==> src/rtl/burst_pi_pkg.sv <==
// burst_pi_pkg
// Shared types and helpers for the chroma-burst PI loop filter.
//   state_t     - sequencing states of the burst filter FSM
//   sat_signed  - clamps a signed 64-bit value into the range of a signed
//                 field of the given width
//   abs_signed  - magnitude of a signed 64-bit value
package burst_pi_pkg;

  typedef enum logic [1:0] {
    IDLE    = 2'd0,
    ACCUM   = 2'd1,
    CAPTURE = 2'd2,
    APPLY   = 2'd3
  } state_t;

  function automatic logic signed [63:0] sat_signed(
    input logic signed [63:0] value,
    input int unsigned        width
  );
    logic signed [63:0] hi;
    logic signed [63:0] lo;
    logic signed [63:0] result;
    hi = (64'sd1 <<< (width - 1)) - 64'sd1;
    lo = -(64'sd1 <<< (width - 1));
    if (value > hi) begin
      result = hi;
    end else if (value < lo) begin
      result = lo;
    end else begin
      result = value;
    end
    return result;
  endfunction

  function automatic logic [63:0] abs_signed(input logic signed [63:0] value);
    logic [63:0] result;
    if (value < 64'sd0) begin
      result = 64'(-value);
    end else begin
      result = 64'(value);
    end
    return result;
  endfunction

endpackage

==> src/rtl/burst_lock_monitor.sv <==
// burst_lock_monitor
// Tracks loop health from the stream of accepted burst updates and the
// line strobe.  Counts consecutive good updates to declare lock, and counts
// consecutive lines without an accepted update to declare holdover.
// Ports:
//   clk, rst     - system clock, synchronous active-high reset
//   enable       - 0 freezes every counter and flag; strobes are ignored
//   line_strobe  - one pulse per video line
//   accept       - one pulse per accepted burst update
//   good         - accepted burst error magnitude is below the lock threshold
//   locked       - loop lock indicator
//   holdover     - bursts missing for too many lines
module burst_lock_monitor #(
  parameter int LOCK_LINES = 8,
  parameter int MISS_LINES = 4
) (
  input  logic clk,
  input  logic rst,
  input  logic enable,
  input  logic line_strobe,
  input  logic accept,
  input  logic good,
  output logic locked,
  output logic holdover
);

  localparam int GW = $clog2(LOCK_LINES + 1);
  localparam int MW = $clog2(MISS_LINES + 1);
  localparam logic [GW-1:0] GOOD_MAX = GW'(LOCK_LINES);
  localparam logic [MW-1:0] MISS_MAX = MW'(MISS_LINES);

  logic [GW-1:0] good_cnt;
  logic [MW-1:0] miss_cnt;
  logic          seen;
  logic [GW-1:0] good_next;
  logic [MW-1:0] miss_next;

  always_comb begin
    good_next = good_cnt;
    if (good_cnt != GOOD_MAX) begin
      good_next = good_cnt + 1'b1;
    end
    miss_next = '0;
    if (!seen) begin
      miss_next = (miss_cnt == MISS_MAX) ? miss_cnt : miss_cnt + 1'b1;
    end
  end

  always_ff @(posedge clk) begin
    if (rst) begin
      good_cnt <= '0;
      miss_cnt <= '0;
      seen     <= 1'b0;
      locked   <= 1'b0;
      holdover <= 1'b0;
    end else if (enable) begin
      if (accept) begin
        // An update landing on the strobe cycle belongs to the line that the
        // strobe closes, so the next line starts unseen.
        miss_cnt <= '0;
        holdover <= 1'b0;
        seen     <= !line_strobe;
        if (good) begin
          good_cnt <= good_next;
          locked   <= (good_next == GOOD_MAX);
        end else begin
          good_cnt <= '0;
          locked   <= 1'b0;
        end
      end else if (line_strobe) begin
        seen     <= 1'b0;
        miss_cnt <= miss_next;
        if (miss_next == MISS_MAX) begin
          holdover <= 1'b1;
          locked   <= 1'b0;
          good_cnt <= '0;
        end
      end
    end
  end

endmodule

==> src/rtl/burst_pi_filter.sv <==
// burst_pi_filter
// PI loop filter for the chroma-burst PLL.  Sums the demodulated burst error
// over each burst gate, rejects short bursts, and once per accepted burst
// applies a saturating proportional + clamped integral update to the NCO
// frequency offset.  Lock and holdover status come from burst_lock_monitor.
// Ports:
//   clk, rst      - system clock, synchronous active-high reset
//   enable        - 0 freezes the loop and aborts any accumulation
//   integ_clr     - clears integrator and offset_out (wins over updates)
//   line_strobe   - one pulse per video line
//   burst_active  - burst gate
//   error_in      - signed burst error sample
//   offset_out    - signed frequency offset to the NCO
//   update_valid  - pulses for one cycle when offset_out takes a new update
//   captured_err  - last accepted burst sum
//   locked        - loop lock indicator
//   holdover      - bursts missing; output frozen
//
// state   | meaning
// IDLE    | waiting for the burst gate to open
// ACCUM   | summing error samples while the gate is open
// CAPTURE | length check; latch burst sum and step the integrator
// APPLY   | compute and publish the new offset
module burst_pi_filter
  import burst_pi_pkg::*;
#(
  parameter int     ERR_W       = 12,
  parameter int     ACC_W       = 24,
  parameter int     CNT_W       = 7,
  parameter int     OUT_W       = 32,
  parameter int     KP_SHIFT    = 6,
  parameter int     KI_SHIFT    = 10,
  parameter longint INT_LIM     = 2**27,
  parameter int     MIN_SAMPLES = 16,
  parameter int     LOCK_THRESH = 64,
  parameter int     LOCK_LINES  = 8,
  parameter int     MISS_LINES  = 4
) (
  input  logic             clk,
  input  logic             rst,
  input  logic             enable,
  input  logic             integ_clr,
  input  logic             line_strobe,
  input  logic             burst_active,
  input  logic [ERR_W-1:0] error_in,
  output logic [OUT_W-1:0] offset_out,
  output logic             update_valid,
  output logic [ACC_W-1:0] captured_err,
  output logic             locked,
  output logic             holdover
);

  localparam logic [CNT_W-1:0]  CNT_MAX    = '1;
  localparam logic [CNT_W-1:0]  MIN_CNT    = CNT_W'(MIN_SAMPLES);
  localparam logic [63:0]       LOCK_TH64  = 64'(LOCK_THRESH);
  localparam logic signed [63:0] INT_HI    = INT_LIM;
  localparam logic signed [63:0] INT_LO    = -INT_LIM;

  state_t           state;
  logic [ACC_W-1:0] acc;
  logic [CNT_W-1:0] cnt;
  logic [OUT_W-1:0] integ;

  logic signed [63:0] err_ext;
  logic signed [63:0] acc_ext;
  logic signed [63:0] cap_ext;
  logic signed [63:0] integ_ext;
  logic signed [63:0] acc_sum;
  logic signed [63:0] integ_raw;
  logic signed [63:0] integ_clamped;
  logic signed [63:0] off_sat;
  logic               accept;
  logic               good;

  always_comb begin
    err_ext   = {{(64-ERR_W){error_in[ERR_W-1]}}, error_in};
    acc_ext   = {{(64-ACC_W){acc[ACC_W-1]}}, acc};
    cap_ext   = {{(64-ACC_W){captured_err[ACC_W-1]}}, captured_err};
    integ_ext = {{(64-OUT_W){integ[OUT_W-1]}}, integ};

    acc_sum = sat_signed(acc_ext + err_ext, ACC_W);

    // Symmetric clamp keeps the integrator from winding up while the loop
    // is pinned against the NCO range.
    integ_raw = integ_ext + acc_ext;
    if (integ_raw > INT_HI) begin
      integ_clamped = INT_HI;
    end else if (integ_raw < INT_LO) begin
      integ_clamped = INT_LO;
    end else begin
      integ_clamped = integ_raw;
    end

    // In APPLY, integ already holds the value stepped in CAPTURE.
    off_sat = sat_signed((cap_ext >>> KP_SHIFT) + (integ_ext >>> KI_SHIFT), OUT_W);

    accept = enable && (state == CAPTURE) && (cnt >= MIN_CNT);
    good   = abs_signed(acc_ext) < LOCK_TH64;
  end

  always_ff @(posedge clk) begin
    if (rst) begin
      state        <= IDLE;
      acc          <= '0;
      cnt          <= '0;
      integ        <= '0;
      offset_out   <= '0;
      captured_err <= '0;
      update_valid <= 1'b0;
    end else begin
      update_valid <= 1'b0;
      if (!enable) begin
        state <= IDLE;
        acc   <= '0;
        cnt   <= '0;
      end else begin
        case (state)
          IDLE: begin
            if (burst_active) begin
              acc   <= err_ext[ACC_W-1:0];
              cnt   <= CNT_W'(1);
              state <= ACCUM;
            end
          end
          ACCUM: begin
            if (burst_active) begin
              // Once the sample counter is full the rest of the burst is
              // dropped so sum and count stay consistent.
              if (cnt != CNT_MAX) begin
                acc <= acc_sum[ACC_W-1:0];
                cnt <= cnt + 1'b1;
              end
            end else begin
              state <= CAPTURE;
            end
          end
          CAPTURE: begin
            if (accept) begin
              captured_err <= acc;
              integ        <= integ_clamped[OUT_W-1:0];
              state        <= APPLY;
            end else begin
              state <= IDLE;
            end
            acc <= '0;
            cnt <= '0;
          end
          APPLY: begin
            offset_out   <= off_sat[OUT_W-1:0];
            update_valid <= 1'b1;
            state        <= IDLE;
          end
          default: state <= IDLE;
        endcase
      end
      if (integ_clr) begin
        integ      <= '0;
        offset_out <= '0;
      end
    end
  end

  burst_lock_monitor #(
    .LOCK_LINES(LOCK_LINES),
    .MISS_LINES(MISS_LINES)
  ) u_lock_monitor (
    .clk        (clk),
    .rst        (rst),
    .enable     (enable),
    .line_strobe(line_strobe),
    .accept     (accept),
    .good       (good),
    .locked     (locked),
    .holdover   (holdover)
  );

endmodule

==> config.mk <==
export PLATFORM = sky130hd
export DESIGN_NAME = burst_pi_filter
export DESIGN_NICKNAME = d
export VERILOG_FILES = /design/src/rtl/burst_pi_pkg.sv /design/src/rtl/burst_lock_monitor.sv /design/src/rtl/burst_pi_filter.sv
export SDC_FILE = /design/constraint.sdc
export NUM_CORES = 1
export LEC_CHECK = 0
export ABC_AREA = 1
export CORE_UTILIZATION = 50
export DETAILED_ROUTE_END_ITERATION = 16
export HOLD_SLACK_MARGIN = 0.02
export PLACE_DENSITY = 0.71
export SLEW_MARGIN = 0
export SYNTH_ARGS = -nofsm -noshare
export SYNTH_HDL_FRONTEND = slang
export SYNTH_SLANG_ARGS = --single-unit
==> constraint.sdc <==
create_clock -name clk -period 7 [get_ports clk]
set_input_delay 1.4 -clock clk [delete_from_list [all_inputs] [get_ports clk]]
set_output_delay 1.4 -clock clk [all_outputs]
set_load 0.01 [all_outputs]
After elaboration in Yosys (flattened, before gate mapping)
Index checks and enable logic that the tools add are counted.
{ "word_totals": {"ram_bits": 0, "inputBits": 18, "mem_count": 0, "elab_cells": 94, "latch_bits": 0, "reg_bits": 132, "rom_bits": 0} }
{ "op_classes": {"div": 0, "muxes": 38, "bitwise": 1, "eq_ne": 12, "addsub": 7, "magnitude_cmp": 9, "n_mul": 0, "shift": 0, "n_reduce_logical": 15} }
{ "ops": {"columns": ["op", "count"], "rows": [
  ["$mux 32", 4],
  ["$mux 24", 5],
  ["$pmux 24 s3", 1],
  ["$lt 64x7->1 const B", 1],
  ["$mux 64", 1],
  ["$neg 24->64", 1],
  ["$add 32x24->33", 1],
  ["$gt 33x29->1 const B", 1],
  ["$lt 33x28->1 const B", 1],
  ["$gt 23x32->1 const B", 1],
  ["$lt 23x32->1 const B", 1],
  ["$add 24x12->25", 1],
  ["$gt 25x24->1 const B", 1],
  ["$lt 25x24->1 const B", 1],
  ["$lt 24x1->1 const B", 1],
  ["$add 18x22->23", 1],
  ["$mux 7", 3],
  ["$pmux 7 s3", 1],
  ["$mux 4", 5],
  ["$mux 3", 4],
  ["$mux 1", 10],
  ["$ne 2x2->1 const B", 4],
  ["$pmux 2 s4", 1],
  ["$add 7x1->7 const B", 1],
  ["other kinds (20)", 30]
]} }

Depth between registers and ports, before layout
{ "logic_depth": {"depth_word": 7, "depth_mapped": 21, "mapped_depth_nobuf": 20} }

Hierarchy
From an unflattened synthesis, not the netlist that was laid out.
{ "hier_totals": {"hier_cells": 1760, "area_unflattened_um2": 10923.0} }
{ "modules_own_cells": {"columns": ["module", "n_inst", "area_per_inst_um2", "cells_each", "seq_area_each_um2"], "rows": [
  ["burst_pi_filter", 1, 10316.1, 1673, 2282.2],
  ["burst_lock_monitor", 1, 606.8, 87, 200.2]
]} }

Worst setup path before layout
No wires, ideal clock.
{ "synth_timing": {"path_kind": "input port to flip-flop", "startpoint": "input error_in[0]", "endpoint": "register acc[17]", "path_buffers": 1, "t_arrival_ps": 3439, "path_stages": 14, "required_ps": 6930, "slack_ps": 3491, "setup_ps": 70, "path_cell_list": "ha_1 > inv_1 > fa_1 > o21ai_2 > a21oi_1 > o21ai_2 > nand3_1 > nand3_1 > xor2_1 > nor2_2 > clkbuf_2 > o21ai_0 > nand2_1 > a21oi_1"} }
{ "synth_between": {"elab_chain_len": 7} }
{ "synth_lines": {"columns": ["item", "line_no", "source"], "rows": [
  ["start: declaration", "burst_pi_filter.sv:45", "input logic [ERR_W-1:0] error_in,"],
  ["$add 24x12->25 (*)", "burst_pi_filter.sv:81", "acc_sum = sat_signed(acc_ext + err_ext, ACC_W);"],
  ["$lt 25x24->1", "burst_pi_pkg.sv:27", "end else if (value < lo) begin"],
  ["$mux 24", "burst_pi_pkg.sv:27", null],
  ["$mux 24 (*)", "burst_pi_pkg.sv:25", "if (value > hi) begin"],
  ["$mux 24 (*)", "burst_pi_filter.sv:129", "if (cnt != CNT_MAX) begin"],
  ["$mux 24 (*)", "burst_pi_filter.sv:126", "if (burst_active) begin"],
  ["$pmux 24 s3 (*)", "burst_pi_filter.sv:117", "case (state)"],
  ["end signal: assignment", "burst_pi_filter.sv:120", "acc <= err_ext[ACC_W-1:0];"],
  ["end signal: assignment", "burst_pi_filter.sv:130", "acc <= acc_sum[ACC_W-1:0];"],
  ["end: declaration", "burst_pi_filter.sv:60", "logic [ACC_W-1:0] acc;"]
]} }
Mark *: on every way between the ends. The rest lies on a longest branch, timed or not. The select of a mux whose other input is x is not followed.
A chain may end at the register's enable or synchronous reset.

Final worst setup path
{ "layout_timing": {"startpoint": "input error_in[11]", "endpoint": "register acc[14]"} }
{ "layout_between": {"elab_chain_len": 7} }
{ "layout_lines": {"columns": ["item", "line_no"], "rows": [
  ["$add 24x12->25", "burst_pi_filter.sv:81"],
  ["$lt 25x24->1", "burst_pi_pkg.sv:27"],
  ["$mux 24", "burst_pi_pkg.sv:27"],
  ["$mux 24", "burst_pi_pkg.sv:25"],
  ["$mux 24", "burst_pi_filter.sv:129"],
  ["$mux 24", "burst_pi_filter.sv:126"],
  ["$pmux 24 s3 (*)", "burst_pi_filter.sv:117"]
]} }
Marks and branches as above.

==> metrics.cfg <==
[status]
status=completed

[drt]
vias_per_cell=5.36
avgRoutedWirePerCell_um=14.9
drt-pass1-iter-count=5
ant_nets=0
drc=0
drt_iter0_markers=792
vias=11000
drt-total-wl_um=30600

[synthesis]
yosysWarnings=0
synth_area_leader_cell=dfxtp_1
synth_area_leaders=dfxtp_1 (23%), nand2_1 (16%), ha_1 (10%)
synth_area_mm2=0.0106
ys_async_sr_fraction=0
synth_common_cells=nand2_1 (451), inv_1 (244), a21oi_1 (177)
ys_seq_area_frac=0.233
ys_types=52
synth_ff_type=dfxtp_1
synth_most_common_cell=nand2_1
synthCells=1716
syn_avg_cell_area_um2=6.20
synth_nets=1825
synth_edf_count=0
synth_top_cell_area_share=0.233
synth-seq-cells=124

[cts]
cts_max_level=4
cts_buffer_depth=2
cts-root-buf=clkbuf_16
cts_tree=done
cts_resized=0
cts_made_buffers=17
clk_latency_ns=0.43
clkTransAtPathRegs_ns=0.06
ctsHoldBuffers=0
cts.sinks=124
cts_setup_buffers=0

[grt]
grt_pass1_vias=9787
grtUsageTotal=0.284
grt_first_pass_wirelength_um=49500
overflow=0
grt_max_degree=75
grt_antenna_before_repair=0

[finish]
antennaDiodeCount=0
syn2layout_area_growth_pct=13.8
fin_util=0.589
n_fill_cell=2067
drive_gt1_frac=0.0444
final_area_mm2=0.0121
fin_nets=1875

[floorplan]
core_area_mm2=0.0206
fp.dieW_um=148
initial_core_util=0.517
ioPinCount=77
rows=52
dieArea_mm2=0.0219
fp.dieH_um=148

[sta]
maxSlewViolCount=0
fin_setup_tns_ns=0
setup-violations-final=0
relSlewSlack=0.312
post-route-min-period_ns=4.48
setup_slack_ns=2.52
max_freq_mhz=223
final.setup_skew_ns=0.00889
fin_crit_sh=0.640
rsz0062_at_grt=false
tightest_slew_ns=1.03
hold_viol=0

[power_and_ir_drop]
p_leak_uw=0.00570
switching_share=0.314
share_seq_of_total_power=0.384
pwr-share-clk=0.455
irDropWorstVdd_mv=0.194
switchingPower_uw=602
totalPowerFinal_uw=1920
power_density_mw_per_mm2=159
p_comb_frac=0.160
p_int_uw=1320

[critical_path]
crit_type=in -> reg
end_kind=flop
cp_max_fo=23
cp_data_arrival_time_ns=4.75
critPathRequiredTime_ns=7.27
critPathLaunchType=input pin

[run]
max-cap-violations=0

[placement]
post-dp-hpwl_um=23600
io_buffers=76
dpl_cell_area_mm2=0.0115
place_ws_ns=2.21
gp_congestion=0.965

[hold_path]
min_path_type=reg -> reg

==> final cells by class <==
type | instances | area (um2) | share of cell area
Clock buffer | 17 | 425 | 0.0351
Inverter | 252 | 946 | 0.0781
Clock inverter | 15 | 151 | 0.0125
Timing Repair Buffer | 82 | 806 | 0.0665
Multi-Input combinational cell | 1289 | 6960 | 0.575
Sequential cell | 124 | 2480 | 0.205
Tap cell | 270 | 338 | 0.0279
==> metrics by stage <==
| step | hold WS (ns) | cells |
|---|---|---|
| 5_1_grt | 0.497 | 2049 |
| 6_report | 0.463 | 2049 |
| 3_5_place_dp | 0.456 | 2017 |
| 3_3_place_gp | 0.453 | 2017 |
| 2_1_floorplan | 0.448 | 1716 |
| 4_1_cts | 0.465 | 2049 |
==> routing by layer <==
layer | track usage | share of wire
met1 | 0.410 | 0.50
met2 | 0.442 | 0.43
met3 | 0.0497 | 0.068
met4 | 0.0567 | 0.0091
met5 | 0 | 0
==> placed cells by master (no fill, tap or decap), types with 17 or more instances in the layout <==
cell type        Yosys  routed
o21ai_0            110     110
xnor2_1             25      25
clkdlybuf4s50_1      0      76
inv_1              244     244
nand2_1            451     451
nand3_1             93      93
a21oi_1            177     177
nor2_1             160     160
xor2_1              45      45
dfxtp_1            124     124
ha_1                88      88
clkbuf_16            0      17
==> logic make-up (layout without fill, tap and decap cells) <==
logic type	Yosys count	count (layout)	share of synthesized area
xor gates and xnor gates	70	70	0.0576
and+or+nand+nor	774	774	0.303
AOI/OAI and AO/OA	353	353	0.183
DFF	124	124	0.233
buffers and inverters	303	366	0.113
adders and majority gates	91	91	0.109
muxes	1	1	0.00106
==> state kept, by name, summed over array words and instances (netlist names), 2 cells and up <==
register	cells
offset_out	24
u_lock_monitor.good_cnt	4
acc	24
captured_err	24
cnt	7
integ	32
u_lock_monitor.miss_cnt	3
state	2
==> path summary, 6_finish.rpt <==
kind,from,to,slack [ns],cells past startpoint
setup / recovery,error_in[11],acc[14],2.52,12
hold / removal,u_lock_monitor.locked,u_lock_monitor.locked,0.46,2
setup reg to reg,acc[0],integ[11],3.60,16
hold reg to reg,u_lock_monitor.locked,u_lock_monitor.locked,0.46,2
==> critical path, stage by stage <==
cell and delay, ns:
clkdlybuf4s50_1 0.80, ha_1 0.55, a21o_1 0.21, a21oi_1 0.19
nor2_1 0.06, a211oi_1 0.26, nand3_1 0.18, xor2_1 0.19
nand2_1 0.51, o21ai_0 0.21, nand2_1 0.11, a21oi_1 0.06
==> power by group through the flow <==
stage	clock network [uW]	registers, uW	logic (uW)
after floorplan	0	741	228
after global placement	0	753	298
after detailed placement	0	753	299
after CTS	882	738	301
after global routing	913	739	340
final	875	738	308
Power figures use the tool's default switching activity.
